## src/rtl/avrspi_tx_if.sv

```systemverilog
// AVR<->FPGA SPI pin bundle. The AVR is the master; the FPGA side uses the slave modport.
interface avrspi_tx_if;
  logic spics_n;   // chip select, active low
  logic spick;     // SPI clock, mode 0
  logic spido;     // AVR -> FPGA data (MOSI)
  logic spidi;     // FPGA -> AVR data (MISO)
  logic spiint_n;  // interrupt request to AVR, active low

  modport master (output spics_n, spick, spido, input  spidi, spiint_n);
  modport slave  (input  spics_n, spick, spido, output spidi, spiint_n);
endinterface

```

## src/rtl/avrspi_tx.sv

```systemverilog
// Return path of the AVR<->FPGA SPI link.
// An address frame selects a register. During the following data frame that
// register is shifted out on spidi, LSB first. spiint_n flags a pending goal
// event. That flag is cleared by a complete 8-bit score read.
module avrspi_tx #(
  parameter int          SYNC_STAGES = 2,
  parameter logic [3:0]  DEV_ID      = 4'hA
) (
  input  logic        fclk,
  input  logic        game_reset,
  avrspi_tx_if.slave  spi,
  input  logic [3:0]  score_l,
  input  logic [3:0]  score_r,
  input  logic [7:0]  game_flags,
  input  logic        event_goal,
  output logic        rd_stb
);

  typedef enum logic {ADDR = 1'b0, DATA = 1'b1} phase_e;

  logic [SYNC_STAGES-1:0] cs_sync_q, cs_sync_d;
  logic [SYNC_STAGES-1:0] ck_sync_q, ck_sync_d;
  logic [SYNC_STAGES-1:0] do_sync_q, do_sync_d;

  phase_e      phase_q, phase_d;
  logic [3:0]  bit_cnt_q, bit_cnt_d;
  logic [7:0]  addr_q, addr_d;
  logic [7:0]  tx_sr_q, tx_sr_d;
  logic        irq_pending_q, irq_pending_d;
  logic        spidi_q, spidi_d;
  logic        spiint_n_q, spiint_n_d;
  logic        rd_stb_q, rd_stb_d;

  logic        cs_s, cs_p, ck_s, ck_p, do_s;
  logic        cs_fall, cs_rise, ck_rise, ck_fall, cs_low;
  logic        rd_clr;
  logic [7:0]  reg_val;

  // Edges come from the oldest synchronizer stage and the one just before it.
  assign cs_s    = cs_sync_q[SYNC_STAGES-1];
  assign cs_p    = cs_sync_q[SYNC_STAGES-2];
  assign ck_s    = ck_sync_q[SYNC_STAGES-1];
  assign ck_p    = ck_sync_q[SYNC_STAGES-2];
  assign do_s    = do_sync_q[SYNC_STAGES-1];
  assign cs_fall =  cs_s & ~cs_p;
  assign cs_rise = ~cs_s &  cs_p;
  assign ck_rise = ~ck_s &  ck_p;
  assign ck_fall =  ck_s & ~ck_p;
  assign cs_low  = ~cs_s;

  // Register file seen by the AVR. It is sampled once, at the data-frame CS fall.
  always_comb begin
    reg_val = 8'hFF;
    case (addr_q[7:4])
      4'h4:    reg_val = {score_r, score_l};
      4'h6:    reg_val = game_flags;
      4'h7:    reg_val = {irq_pending_q, 3'b000, DEV_ID};
      default: reg_val = 8'hFF;
    endcase
  end

  // Next-state logic for synchronizers, frame decode, shifter and IRQ.
  always_comb begin
    cs_sync_d     = {cs_sync_q[SYNC_STAGES-2:0], spi.spics_n};
    ck_sync_d     = {ck_sync_q[SYNC_STAGES-2:0], spi.spick};
    do_sync_d     = {do_sync_q[SYNC_STAGES-2:0], spi.spido};
    phase_d       = phase_q;
    bit_cnt_d     = bit_cnt_q;
    addr_d        = addr_q;
    tx_sr_d       = tx_sr_q;

    // Phase alternates on every CS release. Short frames still count as a frame.
    if (cs_rise)
      phase_d = (phase_q == ADDR) ? DATA : ADDR;

    if (cs_fall) begin
      bit_cnt_d = 4'd0;
      if (phase_q == DATA)
        tx_sr_d = reg_val;
    end

    if (ck_rise && cs_low) begin
      if (bit_cnt_q < 4'd8)
        bit_cnt_d = bit_cnt_q + 4'd1;
      if (phase_q == ADDR)
        addr_d = {do_s, addr_q[7:1]};
    end

    // Shift in 1s so an over-long data frame reads back as all ones.
    if (ck_fall && cs_low && (phase_q == DATA))
      tx_sr_d = {1'b1, tx_sr_q[7:1]};

    // A complete 8-bit score read acknowledges the goal interrupt.
    rd_clr        = cs_rise && (phase_q == DATA) && (addr_q[7:4] == 4'h4) && (bit_cnt_q == 4'd8);
    irq_pending_d = event_goal | (irq_pending_q & ~rd_clr);
    rd_stb_d      = rd_clr;
    spiint_n_d    = ~irq_pending_d;
    spidi_d       = (cs_low && (phase_q == DATA)) ? tx_sr_d[0] : 1'b0;
  end

  // State registers. The asynchronous reset also realigns the frame phase.
  always_ff @(posedge fclk or posedge game_reset) begin
    if (game_reset) begin
      cs_sync_q     <= '1;
      ck_sync_q     <= '0;
      do_sync_q     <= '0;
      phase_q       <= ADDR;
      bit_cnt_q     <= 4'd0;
      addr_q        <= 8'h00;
      tx_sr_q       <= 8'hFF;
      irq_pending_q <= 1'b0;
      spidi_q       <= 1'b0;
      spiint_n_q    <= 1'b1;
      rd_stb_q      <= 1'b0;
    end else begin
      cs_sync_q     <= cs_sync_d;
      ck_sync_q     <= ck_sync_d;
      do_sync_q     <= do_sync_d;
      phase_q       <= phase_d;
      bit_cnt_q     <= bit_cnt_d;
      addr_q        <= addr_d;
      tx_sr_q       <= tx_sr_d;
      irq_pending_q <= irq_pending_d;
      spidi_q       <= spidi_d;
      spiint_n_q    <= spiint_n_d;
      rd_stb_q      <= rd_stb_d;
    end
  end

  assign spi.spidi    = spidi_q;
  assign spi.spiint_n = spiint_n_q;
  assign rd_stb       = rd_stb_q;

endmodule

```

## src/flat_wrapper.sv

```systemverilog
// flat-port wrapper written by rule: the top's interface ports become plain ports
module avrspi_tx_flat 
#(
  parameter int          SYNC_STAGES = 2,
  parameter logic [3:0]  DEV_ID      = 4'hA
)
  (fclk, game_reset, score_l, score_r, game_flags, event_goal, rd_stb, spi_spics_n, spi_spick, spi_spido, spi_spidi, spi_spiint_n);
  avrspi_tx_if spi_i ();
  input  logic fclk;
  input  logic game_reset;
  input  logic [3:0] score_l;
  input  logic [3:0] score_r;
  input  logic [7:0] game_flags;
  input  logic event_goal;
  output logic rd_stb;
  input wire logic [$bits(spi_i.spics_n)-1:0] spi_spics_n;
  input wire logic [$bits(spi_i.spick)-1:0] spi_spick;
  input wire logic [$bits(spi_i.spido)-1:0] spi_spido;
  output wire logic [$bits(spi_i.spidi)-1:0] spi_spidi;
  output wire logic [$bits(spi_i.spiint_n)-1:0] spi_spiint_n;
  assign spi_i.spics_n = spi_spics_n;
  assign spi_i.spick = spi_spick;
  assign spi_i.spido = spi_spido;
  assign spi_spidi = spi_i.spidi;
  assign spi_spiint_n = spi_i.spiint_n;
  avrspi_tx #(.SYNC_STAGES(SYNC_STAGES), .DEV_ID(DEV_ID)) u_core (.fclk(fclk), .game_reset(game_reset), .spi(spi_i), .score_l(score_l), .score_r(score_r), .game_flags(game_flags), .event_goal(event_goal), .rd_stb(rd_stb));
endmodule
```

## config.mk

```make
export PLATFORM = sky130hd
export DESIGN_NAME = avrspi_tx_flat
export DESIGN_NICKNAME = d
export VERILOG_FILES = /design/src/rtl/avrspi_tx_if.sv /design/src/rtl/avrspi_tx.sv /design/src/flat_wrapper.sv
export SDC_FILE = /design/constraint.sdc
export NUM_CORES = 1
export LEC_CHECK = 0
export ABC_CLOCK_PERIOD_IN_PS = 2750
export BUFFER_PORTS_ARGS = -buffer_cell sky130_fd_sc_hd__buf_2
export CORE_ASPECT_RATIO = 1.5
export CORE_MARGIN = 2
export CORE_UTILIZATION = 40
export DETAILED_ROUTE_END_ITERATION = 10
export PLACE_DENSITY = 0.62
export SLEW_MARGIN = 20
export SYNTH_ARGS = -nofsm -noshare
export SYNTH_HDL_FRONTEND = slang
export SYNTH_SLANG_ARGS = --single-unit
```

## constraint.sdc

```tcl
create_clock -name fclk -period 2.75 [get_ports fclk]
set_input_delay 0.4125 -clock fclk [delete_from_list [all_inputs] [get_ports fclk]]
set_output_delay 0.4125 -clock fclk [all_outputs]
set_load 0.01 [all_outputs]
```

==> impl_metrics.json <==
{
  "synth_nets": 128,
  "area_delta_synth_final_pct": 15.7,
  "grt_pass1_wl_mm": 4.03,
  "period_minus_slack_ps": 1690,
  "powerDensity_nw_per_um2": 782,
  "tns_ps": 0,
  "cts.path.max_buffers": 2,
  "dp.cells": 164,
  "routed_wl_mm": 2.26,
  "critPathSlowestCell": "or4_4",
  "setup_viol": 0,
  "grt_pass1_vias": 912,
  "hold_viol_final": 0,
  "leakage_uw": 0.000650,
  "place_ws_ps": 1060,
  "cts_setup_buffers": 0,
  "fillers": 287,
  "cp-end-kind": "register",
  "max-slew-margin-rel_pct": 37.3,
  "gp_congestion": 0.844,
  "period_share_pct": 61.4,
  "rsz0062_at_grt": "false",
  "p_switching_uw": 356,
  "grt_max_degree": 28,
  "wl_per_cell_microns": 13.4,
  "coreArea_sq_um": 3100,
  "hold_class": "input port to async pin",
  "htree_levels": 1,
  "max_stage_delay_ps": 500,
  "synth_edf_count": 0,
  "yosysWarnings": 0,
  "final_max_slew_viol_count": 0,
  "ff2ff_path_depth": 3,
  "mostFrequentLayoutCell": "buf_2",
  "multiInputGateArea_sq_um": 526,
  "swShare_pct": 31.2,
  "path_cells": "or3b_1 -> or4_4 -> a21o_1",
  "synthArstFlopShare_pct": 100,
  "finalNetCount": 153,
  "synthCells": 104,
  "drtIter0Drc": 23,
  "dieHeight_microns": 72.8,
  "setup.worst_path.class": "register to register",
  "syn_area_sq_um": 1260,
  "die_w_microns": 49.9,
  "drtAntennaViolNets": 0,
  "cp_max_fo": 11,
  "cp-start-kind": "register",
  "drc": 0,
  "clkTransAtPathRegs_ps": 90,
  "num_vias": 872,
  "fmax_mhz": 593,
  "hold_buffers": 0,
  "worst_slew_pin_slew_ps": 935,
  "rows": 25,
  "yosysSeqAreaShare_pct": 54.6,
  "viasPerCell": 5.19,
  "die_area_sq_um": 3630,
  "io_buffers": 24,
  "final_cells": 168,
  "crit_required_ps": 2920,
  "yosys_register_bits": 27,
  "p_int_uw": 786,
  "clock-root-buffer": "clkbuf_8",
  "final_layout_size_suffix_gt1_share_pct": 38.3,
  "fin_util_pct": 47.2,
  "cts_resized": 0,
  "status": "finished, final reports clean",
  "clkPwrFrac_pct": 19.2,
  "fin_ws_ps": 1060,
  "combPwrFrac_pct": 24.1,
  "drv_cap": 0,
  "start_util_pct": 40.8,
  "antenna_found_initial": 0,
  "cts_tree": "yes",
  "io_pins": 25,
  "seqPwrFrac_pct": 56.7,
  "dp_hpwl_mm": 1.72,
  "cts.sinks": 27,
  "overflow": 0,
  "worstPathArrival_ps": 1860,
  "final_cell_mix": "buf_2 (24), dfrtp_1 (16), dfstp_2 (11)",
  "drtPass1Iterations": 4,
  "numCtsBuffers": 3,
  "ys_types": 35,
  "synth_flop_cell": "dfrtp_1",
  "grt_use_total_pct": 14.6,
  "regArea_sq_um": 689,
  "syn_area_per_cell_sq_um": 12.1,
  "n_antenna_cell": 0,
  "worst_ir_drop_vdd_v": 0.000483,
  "clock_latency_ps": 270,
  "clock-skew-final_ps": 3.45
}
[kinds of logic after synthesis]
kind of cell	Yosys count	share of synthesized area [%]
muxes	12	9.91
buffers and inverters	12	3.77
and+or+nand+nor	27	14.2
DFF	27	54.6
AOI/OAI and AO/OA	23	14.9
adders and majority gates	2	1.98
xor gates and xnor gates	1	0.694
[power by group through the flow]
stage | sequential, uW | combinational (uW) | clock (uW)
after floorplan | 596 | 261 | 0
after global placement | 654 | 273 | 0
after detailed placement | 657 | 277 | 0
after CTS | 648 | 279 | 230
after global routing | 665 | 316 | 240
final | 648 | 275 | 220
[per-stage QoR]
step | power [uW] | cell area [sq um] | hold slack, ps
4_1_cts | 1160 | 1460 | 221
3_5_place_dp | 934 | 1420 | 336
3_3_place_gp | 927 | 1420 | 336
6_report | 1140 | 1460 | 224
2_1_floorplan | 856 | 1260 | 331
5_1_grt | 1220 | 1460 | 223
[flip-flops by register name (all words and copies together) (netlist names), 2 cells and up]
| signal | flops |
|---|---|
| u_core.addr_q | 4 |
| u_core.do_sync_q | 2 |
| u_core.ck_sync_q | 2 |
| u_core.cs_sync_q | 2 |
| u_core.bit_cnt_q | 4 |
| u_core.tx_sr_q | 8 |
[critical path, delay by kind of cell, from the launching register on]
family           cells  cell delay (ps)
AO/OA/AOI/OAI        1              190
flip-flops           1              490
AND/OR/NAND/NOR      2              910
[routing by layer]
layer	GRT usage, %	share of wire, %	vias up
met1	16.4	41	408
li1	-	-	437
met3	2.66	5.2	5
met2	26.1	51	22
met5	0	0	-
met4	7.41	2.4	0
[cell type report]
class	count	share of cell area [%]
Clock buffer	4	3.08
Inverter	8	2.06
Multi-Input combinational cell	65	36.0
Sequential cell	27	47.2
Tap cell	40	3.43
Timing Repair Buffer	24	8.23
[cell usage after synthesis, types with 2 or more instances]
cell type	count	share of area (%)
dfrtp_1	16	32
dfstp_2	11	23
nand2_1	9	2.7
inv_1	8	2.4
mux2i_1	8	6.3
o221a_2	5	4.5
o2111ai_1	4	2.8
a21oi_1	3	1.2
nand2b_1	3	1.5
buf_2	2	0.79
clkbuf_1	2	0.59
ha_1	2	2.0
mux2_1	2	1.8
mux2_2	2	1.8
nand3_1	2	0.79
nor3b_1	2	1.2
nor4b_2	2	2.4
o21ai_0	2	0.79
o21ai_1	2	0.79
o31ai_1	2	1.2
[final timing paths]
path                                                     from  slack [ps]                             end
worst min-delay path                               game_reset         220   u_core.ck_sync_q[0]$_DFF_PP0_
worst max-delay path             u_core.addr_q[4]$_DFFE_PP0P_        1060  u_core.irq_pending_q$_DFF_PP0_
worst min register to register  u_core.do_sync_q[0]$_DFF_PP0_         350   u_core.do_sync_q[1]$_DFF_PP0_
worst max register to register   u_core.addr_q[4]$_DFFE_PP0P_        1060  u_core.irq_pending_q$_DFF_PP0_
max in group asynchronous                          game_reset        2100      u_core.spi.spidi$_DFF_PP0_
min in group fclk                                 spi_spics_n         230   u_core.cs_sync_q[0]$_DFF_PP1_
No activity file was read; power rests on OpenSTA's default activity.
